File: src/rtl/sync_fifo_stream_rd.sv
// sync_fifo_stream_rd: drains the sync_fifo read port into a valid/ready stream through a 2-entry skid buffer.
// Define SYNC_FIFO_STREAM_RD_CNT_EN to add the xfer_cnt handshake counter output.
module sync_fifo_stream_rd #(
    parameter int DWIDTH = 16
) (
    input  logic              clk,
    input  logic              rst,
    input  logic              fifo_empty,
    input  logic [DWIDTH-1:0] fifo_dout,
    output logic              fifo_rden,
    output logic              m_valid,
    input  logic              m_ready,
    output logic [DWIDTH-1:0] m_data,
    output logic              busy
`ifdef SYNC_FIFO_STREAM_RD_CNT_EN
    ,
    output logic [31:0]       xfer_cnt
`endif
);
    typedef enum logic [1:0] {EMPTY, ONE, TWO} state_t;
    state_t state, state_nxt;
    logic inflight, pop;
    logic [1:0] occ;
    logic [DWIDTH-1:0] head, skid, head_nxt, skid_nxt;
    always_ff @(posedge clk or posedge rst) begin
        if (rst) begin
            state    <= EMPTY;
            inflight <= 1'b0;
            head     <= '0;
            skid     <= '0;
        end else begin
            state    <= state_nxt;
            inflight <= fifo_rden;
            head     <= head_nxt;
            skid     <= skid_nxt;
        end
    end
    always_comb begin
        state_nxt = state;
        head_nxt  = head;
        skid_nxt  = skid;
        m_valid   = state != EMPTY;
        pop       = m_valid && m_ready;
        occ       = state == TWO ? 2'd2 : state == ONE ? 2'd1 : 2'd0;
        case (state)
            EMPTY: if (inflight) begin
                state_nxt = ONE;
                head_nxt  = fifo_dout;
            end
            ONE: if (pop && inflight) begin
                head_nxt  = fifo_dout;
            end else if (pop) begin
                state_nxt = EMPTY;
            end else if (inflight) begin
                state_nxt = TWO;
                skid_nxt  = fifo_dout;
            end
            TWO: if (pop) begin
                state_nxt = ONE;
                head_nxt  = skid;
            end
            default: state_nxt = EMPTY;
        endcase
        // Only request a word if a slot is guaranteed once it lands, counting this cycle's pop.
        fifo_rden = !rst && !fifo_empty && (({1'b0, occ} + {2'b0, inflight}) < (3'd2 + {2'b0, pop}));
    end
    assign m_data = head;
    assign busy   = (state != EMPTY) || inflight;
`ifdef SYNC_FIFO_STREAM_RD_CNT_EN
    always_ff @(posedge clk or posedge rst) begin
        if (rst)
            xfer_cnt <= '0;
        else if (pop)
            xfer_cnt <= xfer_cnt + 32'd1;
    end
`endif
endmodule

File: config.mk
export PLATFORM = sky130hd
export DESIGN_NAME = sync_fifo_stream_rd
export DESIGN_NICKNAME = d
export VERILOG_FILES = /design/src/rtl/sync_fifo_stream_rd.sv
export SDC_FILE = /design/constraint.sdc
export NUM_CORES = 1
export LEC_CHECK = 0
export ABC_AREA = 1
export CORE_MARGIN = 2
export CORE_UTILIZATION = 49
export DETAILED_ROUTE_END_ITERATION = 8
export GPL_ROUTABILITY_DRIVEN = 0
export PLACE_DENSITY = 0.78
export SYNTH_ARGS = -nofsm -noshare
export SYNTH_HDL_FRONTEND = slang
export SYNTH_SLANG_ARGS = --single-unit
File: constraint.sdc
create_clock -name clk -period 1.65 [get_ports clk]
set_clock_uncertainty 0.1 [all_clocks]
set_input_delay 0.165 -clock clk [delete_from_list [all_inputs] [get_ports clk]]
set_output_delay 0.165 -clock clk [all_outputs]
set_load 0.05 [all_outputs]
==> run metrics <==
H-tree levels=2; Area Growth Syn to Fin=34.1%; Die Width=approximately 63 um; instance count on the critical path=7; Worst-path clk slew=around 0.10 ns; IO Count=39; # diodes=0; RSZ-0062 raised after global routing=yes; syn nets=239; DP Cell Count=302; Highest Clock Rate=about 520 MHz; worst slew pin tran=0.372 ns; via/cell ratio=between 4 and 5; largest stage delay on the critical path=0.40 ns; register area share after synthesis=0.519; Ys Warns=0; drt wl/cell=11.0 um; die height=62.7 um; Design Area, Final=between 2000 and 2500 sq um; cell family with most CP delay=flip-flops; worst IR drop on VDD=663 uV; ANT nets after route=0; Req. time, crit path=1.38 ns; DR DRC count=0; Final min period=between 1.5 and 2 ns; Slew Viols, Final=0; cell repeated most along the worst path=ha_4; total wire length=3460 um; share of post-route cells with drive strength above 1=0.219; syn avg cell area=7.78 sq um; post-cts hold buffer count=0; port buffer count=38; crit path DAT=about 1.7 ns; # setup viols final=1; fin crit share=1.18; clk sinks=35; Post-DP Area=between 2000 and 2500 sq um; Critical Path Slowest Stage Cell=dfrtp_1; gr usage total=0.193; TritonCTS clock tree=built; Post-DP HPWL=2440 um; Clock Tree Root=clkbuf_4; first-pass GRT wire length=5870 um; Final Hold Vio Count=0; Nets=290; Worst setup EP type=output port; CP Launch Type=flop; via count=1451; synthesized flop and latch total=35; Reg-to-Reg Start=state[0]; status=finished, violations left; CP bufs+invs=2; clock latency on the worst-skew pair=0.34 ns; largest net degree at the start of global routing=36; GRT overflow=0; CP max FO=2; PD cells=1410 nW/um^2; Setup WS post-layout=-0.290 ns; synth unique cells=20; TritonRoute pass-1 iters=4; share of the synthesized area in the top cell type=0.519; Tot Pwr=0.00320 W; CTS Buf Count=5; crit path launch=state[0]; Starting Density=0.510; critical-path cell list=inv_2, nor2_4, ha_4, ha_4, nor3_2, a21boi_4, buf_12; cell taking the most area after synthesis=dfrtp_1; clk buf depth=2; die area=3930 sq um; CORE AREA=approximately 3300 sq um; floorplan row count=21; Worst Reg-to-Reg Cells=8; total of max-cap violations=0; Layout fillers=303; Relative slew margins=0.751; Worst Hold Class=in -> async; Synth area leaders=dfrtp_1 (52%), nand2_1 (25%), o21ai_1 (4.7%); DRT iter0 DRCs=between 80 and 90; Syn Inst Count=roughly 220; Lkg Pwr=1.23 nW; failing checks=negative setup slack; Synth Cell Area=1690 sq um; Non-Filler Instances=315; antenna violations before repair=0; vias in the first global route=1264; Crit Path Class=reg -> out
-- final timing paths --
check                              to  slack [ns]
setup / recovery            fifo_rden       -0.29
hold / removal                skid[7]        0.11
setup reg to reg             inflight        0.11
hold reg to reg            m_data[15]        0.39
max in group asynchronous    state[1]        1.13
min in group clk             skid[15]        0.30
-- what timing repair did --
item | in CTS | in global routing
pin swaps | 0 | 1
setup endpoints to repair | 1 | 2
gates resized for setup | 3 | 2
buffers inserted | 2 | 3
-- cell families after synthesis --
logic type               Yosys count  synth area share
buffers and inverters             29            0.0874
adder cells (fa/ha/maj)            2            0.0148
AO/OA/AOI/OAI                     19            0.0600
flip-flops                        35             0.519
AND/OR/NAND/NOR                  132             0.319
-- flip-flops by register name (all words and copies together), names as in the netlist --
register and flops:
m_data 16, inflight 1, skid 16, state 2
-- cell usage in the layout (no fill, tap or decap) --
cell             instances
nand3_1                  1
nand2_2                  5
dfrtp_2                  2
nand2_4                  1
nor3_2                   1
nand3_2                  1
a21boi_4                 1
nor2_4                   4
clkbuf_1                 2
clkbuf_4                 5
inv_2                    2
a21oi_1                  1
clkdlybuf4s50_1         19
nor2_2                   1
clkinv_2                 1
inv_1                   20
buf_12                   3
o21ai_2                  1
o21ai_1                 16
nor2_1                   4
ha_4                     2
buf_4                   28
nand2_1                114
dfrtp_1                 33
buf_6                    1
-- cells in the mapped netlist --
master / count
a21boi_0: 1
a21oi_1: 1
buf_2: 1
buf_4: 2
buf_6: 4
dfrtp_1: 35
ha_1: 2
inv_1: 20
inv_2: 2
nand2_1: 114
nand2_2: 5
nand2_4: 1
nand3_1: 1
nand3_2: 1
nor2_1: 5
nor2_2: 3
nor2_4: 1
nor3_1: 1
o21ai_1: 16
o21ai_2: 1
-- power by group --
group          switching (W)  leakage [nW]  internal (W)
logic               0.000914         0.767      0.000493
clock network       0.000269        0.0293      0.000166
registers           0.000180         0.437       0.00117
-- worst min-delay path, stage by stage --
cell and delay (ns):
clkdlybuf4s50_1 0.43, inv_1 0.11, buf_12 0.21
-- metrics by stage --
step,setup slack (ns),setup TNS (ns),util,hold WS (ns)
6_report,-0.290,-0.290,0.684,0.114
3_3_place_gp,0.0625,0,0.652,0.365
2_1_floorplan,-0.0170,-0.0174,-,0.195
4_1_cts,-0.304,-0.323,0.675,0.129
3_5_place_dp,0.0434,0,0.652,0.370
5_1_grt,-0.372,-0.372,0.684,0.140
-- metal layers --
metal  wire (um)  global-route usage  vias to the layer above
met5           0                   0                        -
met3         148              0.0486                        8
met1        1570               0.258                      660
li1            -                   -                      754
met2        1680               0.305                       29
met4          61              0.0750                        0
-- final cells by class --
| type | instances | area, sq um | area share |
|---|---|---|---|
| Multi-Input combinational cell | 153 | 724 | 0.320 |
| Clock buffer | 7 | 45.0 | 0.0199 |
| Sequential cell | 35 | 878 | 0.388 |
| Tap cell | 46 | 57.6 | 0.0254 |
| Clock inverter | 1 | 5.00 | 0.00221 |
| Inverter | 22 | 82.6 | 0.0365 |
| Timing Repair Buffer | 51 | 472 | 0.208 |
No activity file was read; power rests on OpenSTA's default activity.
